===== config.mk =====
export PLATFORM = sky130hd
export DESIGN_NAME = reg_file_mp_flat
export DESIGN_NICKNAME = d
export VERILOG_FILES = /design/src/rtl/reg_file_mp_if.sv /design/src/rtl/reg_file_mp.sv /design/src/flat_wrapper.sv
export SDC_FILE = /design/constraint.sdc
export NUM_CORES = 2
export LEC_CHECK = 0
export ABC_AREA = 1
export BUFFER_PORTS_ARGS = -buffer_cell sky130_fd_sc_hd__buf_2
export CORE_ASPECT_RATIO = 0.8
export CORE_MARGIN = 2
export CORE_UTILIZATION = 45
export DETAILED_ROUTE_END_ITERATION = 8
export GPL_ROUTABILITY_DRIVEN = 1
export SLEW_MARGIN = 30
export SYNTH_ARGS = -nofsm -noshare
export SYNTH_HDL_FRONTEND = slang
export SYNTH_SLANG_ARGS = --single-unit

===== constraint.sdc =====
create_clock -name clk_i -period 2.55 [get_ports clk_i]
set_input_delay 0.255 -clock clk_i [delete_from_list [all_inputs] [get_ports clk_i]]
set_output_delay 0.255 -clock clk_i [all_outputs]
set_load 0.02 [all_outputs]

===== src/rtl/reg_file_mp_if.sv =====
// Register file bus: write-back write ports, issue-side reads, busy scoreboard control.
interface reg_file_mp_if #(
  parameter int unsigned DATA_WIDTH = 32,
  parameter int unsigned ADDR_WIDTH = 5,
  parameter int unsigned NUM_READ   = 2,
  parameter int unsigned NUM_WRITE  = 1
);
  logic [NUM_WRITE-1:0]                 wr_en;
  logic [NUM_WRITE-1:0][ADDR_WIDTH-1:0] wr_addr;
  logic [NUM_WRITE-1:0][DATA_WIDTH-1:0] wr_data;
  logic [NUM_READ-1:0][ADDR_WIDTH-1:0]  rd_addr;
  logic [NUM_READ-1:0][DATA_WIDTH-1:0]  rd_data;
  logic [NUM_READ-1:0]                  rd_busy;
  logic                                 alloc_en;
  logic [ADDR_WIDTH-1:0]                alloc_addr;
  logic                                 flush;
  logic                                 wr_conflict;

  // Pipeline side: drives writes, reads and scoreboard control
  modport master (
    output wr_en, wr_addr, wr_data, rd_addr, alloc_en, alloc_addr, flush,
    input  rd_data, rd_busy, wr_conflict
  );

  // Register file side
  modport slave (
    input  wr_en, wr_addr, wr_data, rd_addr, alloc_en, alloc_addr, flush,
    output rd_data, rd_busy, wr_conflict
  );
endinterface


===== src/rtl/reg_file_mp.sv =====
// Multi-port register file with optional write-to-read bypass and busy scoreboard.
module reg_file_mp #(
  parameter int unsigned DATA_WIDTH  = 32,
  parameter int unsigned REG_COUNT   = 32,
  parameter int unsigned NUM_READ    = 2,
  parameter int unsigned NUM_WRITE   = 1,
  parameter bit          BYPASS_EN   = 1'b1,
  parameter bit          ZERO_REG_EN = 1'b1
) (
  input  logic         clk_i,
  input  logic         rst_ni,
  reg_file_mp_if.slave bus
);
  localparam int unsigned ADDR_WIDTH = $clog2(REG_COUNT);

  logic [REG_COUNT-1:0][DATA_WIDTH-1:0] regs;
  logic [REG_COUNT-1:0]                 busy;
  logic [REG_COUNT-1:0]                 busy_nxt;
  logic                                 conflict_c;
  logic                                 wr_conflict;

  // True for the hardwired zero register
  function automatic logic is_zero(input logic [ADDR_WIDTH-1:0] a);
    return ZERO_REG_EN && (a == ADDR_WIDTH'(0));
  endfunction

  // Busy next state: write releases, alloc (new producer) wins over write, flush wins over all
  always_comb begin
    busy_nxt = busy;
    for (int w = 0; w < NUM_WRITE; w++) begin
      if (bus.wr_en[w]) busy_nxt[bus.wr_addr[w]] = 1'b0;
    end
    if (bus.alloc_en && !is_zero(bus.alloc_addr)) busy_nxt[bus.alloc_addr] = 1'b1;
    if (bus.flush) busy_nxt = '0;
  end

  // Detect two or more enabled write ports aimed at the same writable address
  always_comb begin
    conflict_c = 1'b0;
    for (int i = 0; i < NUM_WRITE; i++) begin
      for (int j = i + 1; j < NUM_WRITE; j++) begin
        if (bus.wr_en[i] && bus.wr_en[j] && (bus.wr_addr[i] == bus.wr_addr[j]) &&
            !is_zero(bus.wr_addr[i]))
          conflict_c = 1'b1;
      end
    end
  end

  // Read ports: array lookup, then bypass (highest port wins), then zero/reset override
  always_comb begin
    bus.rd_data = '0;
    bus.rd_busy = '0;
    for (int r = 0; r < NUM_READ; r++) begin
      bus.rd_data[r] = regs[bus.rd_addr[r]];
      bus.rd_busy[r] = busy[bus.rd_addr[r]];
      if (BYPASS_EN) begin
        for (int w = 0; w < NUM_WRITE; w++) begin
          if (bus.wr_en[w] && (bus.wr_addr[w] == bus.rd_addr[r])) begin
            bus.rd_data[r] = bus.wr_data[w];
            bus.rd_busy[r] = 1'b0;
          end
        end
      end
      if (is_zero(bus.rd_addr[r]) || !rst_ni) begin
        bus.rd_data[r] = '0;
        bus.rd_busy[r] = 1'b0;
      end
    end
  end

  // Data array: ports applied in index order so the highest-indexed port wins
  always_ff @(posedge clk_i or negedge rst_ni) begin
    if (!rst_ni) begin
      regs <= '0;
    end else begin
      for (int w = 0; w < NUM_WRITE; w++) begin
        if (bus.wr_en[w] && !is_zero(bus.wr_addr[w])) regs[bus.wr_addr[w]] <= bus.wr_data[w];
      end
    end
  end

  // Scoreboard and conflict pulse
  always_ff @(posedge clk_i or negedge rst_ni) begin
    if (!rst_ni) begin
      busy        <= '0;
      wr_conflict <= 1'b0;
    end else begin
      busy        <= busy_nxt;
      wr_conflict <= conflict_c;
    end
  end

  assign bus.wr_conflict = wr_conflict;
endmodule


===== src/flat_wrapper.sv =====
// flat-port wrapper written by rule: the top's interface ports become plain ports
module reg_file_mp_flat 
#(
  parameter int unsigned DATA_WIDTH  = 32,
  parameter int unsigned REG_COUNT   = 32,
  parameter int unsigned NUM_READ    = 2,
  parameter int unsigned NUM_WRITE   = 1,
  parameter bit          BYPASS_EN   = 1'b1,
  parameter bit          ZERO_REG_EN = 1'b1
)
  (clk_i, rst_ni, bus_wr_en, bus_wr_addr, bus_wr_data, bus_rd_addr, bus_alloc_en, bus_alloc_addr, bus_flush, bus_rd_data, bus_rd_busy, bus_wr_conflict);
  reg_file_mp_if #(.DATA_WIDTH(DATA_WIDTH), .ADDR_WIDTH(5), .NUM_READ(NUM_READ), .NUM_WRITE(NUM_WRITE)) bus_i ();
  input  logic clk_i;
  input  logic rst_ni;
  input wire logic [$bits(bus_i.wr_en)-1:0] bus_wr_en;
  input wire logic [$bits(bus_i.wr_addr)-1:0] bus_wr_addr;
  input wire logic [$bits(bus_i.wr_data)-1:0] bus_wr_data;
  input wire logic [$bits(bus_i.rd_addr)-1:0] bus_rd_addr;
  input wire logic [$bits(bus_i.alloc_en)-1:0] bus_alloc_en;
  input wire logic [$bits(bus_i.alloc_addr)-1:0] bus_alloc_addr;
  input wire logic [$bits(bus_i.flush)-1:0] bus_flush;
  output wire logic [$bits(bus_i.rd_data)-1:0] bus_rd_data;
  output wire logic [$bits(bus_i.rd_busy)-1:0] bus_rd_busy;
  output wire logic [$bits(bus_i.wr_conflict)-1:0] bus_wr_conflict;
  assign bus_i.wr_en = bus_wr_en;
  assign bus_i.wr_addr = bus_wr_addr;
  assign bus_i.wr_data = bus_wr_data;
  assign bus_i.rd_addr = bus_rd_addr;
  assign bus_i.alloc_en = bus_alloc_en;
  assign bus_i.alloc_addr = bus_alloc_addr;
  assign bus_i.flush = bus_flush;
  assign bus_rd_data = bus_i.rd_data;
  assign bus_rd_busy = bus_i.rd_busy;
  assign bus_wr_conflict = bus_i.wr_conflict;
  reg_file_mp #(.DATA_WIDTH(DATA_WIDTH), .REG_COUNT(REG_COUNT), .NUM_READ(NUM_READ), .NUM_WRITE(NUM_WRITE), .BYPASS_EN(BYPASS_EN), .ZERO_REG_EN(ZERO_REG_EN)) u_core (.clk_i(clk_i), .rst_ni(rst_ni), .bus(bus_i));
endmodule

==> metrics.log <==
INFO  metric outcome = finished clean
INFO  metric yosys_register_bits = 1056
INFO  metric endpoint_kind = output pin
INFO  metric core_area = 129000 sq um
INFO  metric cell_internal_pwr = 0.0342 W
INFO  metric worst_hold_path_type = input pin to flip-flop
INFO  metric total_congestion_overflow_after_global_routing = 0
INFO  metric area.growth.synth_to_final = 16.1%
INFO  metric synth-seq-area-share = 45.1%
INFO  metric total_switching_power = 0.0163 W
INFO  metric cp_slowest_stage_delay = 0.38 ns
INFO  metric critical_path.max_fanout = 30
INFO  metric r2r.worst_path.cells = 3
INFO  metric tritoncts_buffers = 113
INFO  metric clkLatencyLatePin = 0.74 ns
INFO  metric synth_compound_gate_area_share = 19.9%
INFO  metric post_synth_main_area_contributors = dfrtp_1 (45%), nand2_1 (17%), o21ai_0 (9.7%)
INFO  metric cellLeakagePower = 30.8 nW
INFO  metric chipHeight = 327 microns
INFO  metric peakVddDrop = 0.639 mV
INFO  metric mostFrequentLayoutCells = nand2_1 (2679), o21ai_0 (1106), dfrtp_1 (1056)
INFO  metric adder_cell_fraction_of_synth_area = 0%
INFO  metric avgRoutedWirePerCell = 25.0 microns
INFO  metric cp_depth = 11
INFO  metric wl = 250000 microns
INFO  metric synth_largest_type_area_fraction = 45.1%
INFO  metric share_of_total_power_in_sequential_cells = 43.9%
INFO  metric worstPathBufferInverterCount = 6
INFO  metric crit_path_start_kind = input pin
INFO  metric post-route-min-period = 2.52 ns
INFO  metric synth-edff-count = 0
INFO  metric power.density_cell_area = 742 nW/um^2
INFO  metric synth_top_family_by_area = simple AND/OR/NAND/NOR gates
INFO  metric synthDistinctLibCells = 27
INFO  metric start_util = 45.3%
INFO  metric synth_fp_nets = 8363
INFO  metric post_synth_instance_area = 58600 sq um
INFO  metric vias_per_cell = 6.01
INFO  metric design.die.area = 133000 sq um
INFO  metric syn_area_per_cell = 7.06 sq um
INFO  metric track_usage = 36.9%
INFO  metric clk_path_buf_depth = 3
INFO  metric synthesis.instances = 8306
INFO  metric post_synth_mux_area_share = 0%
INFO  metric grt_pass1_wl = 370000 microns
INFO  metric rsz0062_at_grt = true
INFO  metric timing.max_slew.rel_slack = 34.7%
INFO  metric grt_start_max_net_pins = 142
INFO  metric layout_worst_path_cycle_share = 98.7%
INFO  metric clock_tree_from_tritoncts = built
INFO  metric routed-via-count = 60200
INFO  metric dpl.hpwl = 152000 microns
INFO  metric final_max_slew_viol_count = 0
INFO  metric design.final.nets = 8222
INFO  metric switching_share = 32.3%
INFO  metric placement_rows = 118
INFO  metric post_synth_and_or_nand_nor_area_fraction = 26.9%
INFO  metric mostFrequentLayoutCell = nand2_1
INFO  metric grt_antenna_before_repair = 8
INFO  metric dr.pass1.iters = 7
INFO  metric final.setup.tns = 0 ns
INFO  metric clock-root-buffer = clkbuf_16
INFO  metric timing.critical_path.slowest_stage_cell = buf_4
INFO  metric crit_type = input pin to output pin
INFO  metric pin_count = 124
INFO  metric fin_util = 52.6%
INFO  metric cts_max_level = 3
INFO  metric routabilityCongestion = 0.943
INFO  metric cpMostUsedCell = buf_6
INFO  metric synth_largest_area_cell = dfrtp_1
INFO  metric clkSinkCount = 1056
INFO  metric ant_nets = 0
INFO  metric detail_route.drc_violations = 0
INFO  metric share_clk_of_total_power = 35.6%
INFO  metric first_global_vias = 55100
INFO  metric worst_ep_required_time = 2.30 ns
INFO  metric postSynth.asyncResetShare = 100%
INFO  metric fmaxAchievable = 0.397 GHz
INFO  metric floorplan.die.width = 408 microns
INFO  metric clkTransAtPathRegs = 0.06 ns
INFO  metric pwr-share-comb = 20.5%
INFO  metric layout-drive-gt1-share = 10.3%
INFO  metric setup_viol_count_final = 0
INFO  metric initial_detailed_routing_violation_count = 9962
INFO  metric post-route-worst-setup-slack = 0.0333 ns
INFO  metric yosys.area_share.xor_xnor = 0%
INFO  metric path_cells = buf_8 > clkinv_2 > buf_12 > o22ai_1 > nor2_1 > nand3_2 > buf_4 > o21ai_0 > a21oi_4 > buf_6 > buf_6
INFO  metric placement.setup.worst_slack = 0.0296 ns
INFO  metric worstMarginPinSlew = 0.980 ns
INFO  metric ys.flop_type = dfrtp_1
INFO  metric worst_path_dominant_cell_family = buffers and inverters
INFO  metric timing_hold_violations_final = 0
INFO  metric maxCapViolations = 0
INFO  metric ys_warn_count = 0
INFO  metric worstHoldPathCells = 2
INFO  metric clock-skew-final = 0 ns
INFO  metric io_buffers = 122
INFO  metric worst_ep_arrival_time = 2.26 ns
layout make-up:
class / instances / area [sq um]
multi-input combinational: 6082 / 28200
clock inverter: 51 / 633
clock buffer: 161 / 3320
antenna: 8 / 20.0
timing repair buffer: 521 / 5840
tap: 1740 / 2180
fill: 12500 / 61200
inverter: 391 / 1490
sequential: 1056 / 26400
Yosys cell counts (4+ instances only):
cell / n
nor3_1: 19
inv_1: 372
buf_1: 74
nand2_1: 2724
nand3_1: 801
nor2_1: 288
buf_4: 4
a21oi_1: 779
nand3b_1: 21
o21ai_0: 1136
buf_2: 279
dfrtp_1: 1056
o211ai_1: 250
o21ai_1: 32
a31oi_1: 4
nor2_4: 9
nor2_2: 5
clkbuf_1: 419
inv_2: 18
state kept, by name, indices dropped and copies added, names as in the netlist:
signal       flops
u_core.regs   1024
u_core.busy     32
per-layer routing:
| layer | track usage [%] | part of all wire (%) | vias up |
|---|---|---|---|
| met1 | 52.7 | 42 | 28600 |
| met2 | 52.5 | 41 | 3845 |
| li1 | - | - | 27100 |
| met3 | 9.85 | 13 | 635 |
| met5 | 0 | 0.0040 | - |
| met4 | 15.4 | 4.6 | 2 |
final timing paths:
kind / start / endpoint / slack [ns]
worst max register to register: u_core.regs[306] / u_core.regs[306] / 1.72
worst min register to register: u_core.regs[14] / u_core.regs[14] / 0.40
worst min-delay path: bus_flush / u_core.busy[14] / 0.06
min in group asynchronous: rst_ni / u_core.regs[182] / 0.81
max in group asynchronous: rst_ni / u_core.regs[484] / 0.56
worst max-delay path: bus_rd_addr[6] / bus_rd_data[50] / 0.03
logic make-up after synthesis:
kind of cell / Yosys count
compound gates: 2204
buf+inv: 1168
flops: 1056
other cells: 1
simple gates: 3877
per-stage QoR:
step | power (W) | std cells | area (sq um) | hold WS (ns)
final | 0.0505 | 10000 | 68100 | 0.0558
after global placement | 0.0318 | 9734 | 63000 | 0.354
after floorplan | 0.0284 | 8306 | 58600 | -0.0406
after detailed placement | 0.0322 | 9734 | 63000 | 0.353
after CTS | 0.0501 | 9987 | 67500 | 0.0229
after global routing | 0.0529 | 10000 | 68100 | 0.0499
power groups by stage:
stage / Combinational, W / Clock, W / Sequential, W
after detailed placement: 0.00987 / 0 / 0.0223
final: 0.0104 / 0.0180 / 0.0222
after global routing: 0.0116 / 0.0187 / 0.0225
after floorplan: 0.00661 / 0 / 0.0218
after global placement: 0.00963 / 0 / 0.0222
after CTS: 0.0100 / 0.0180 / 0.0220
what timing repair did:
action                     in CTS  in global routing
hold buffers                   41                  0
setup endpoints to repair      22                 48
hold endpoints to repair      481                  0
pin swaps                       2                 43
resized for setup              45                156
setup buffers                   0                 15
(Power assumes the default switching activity.)
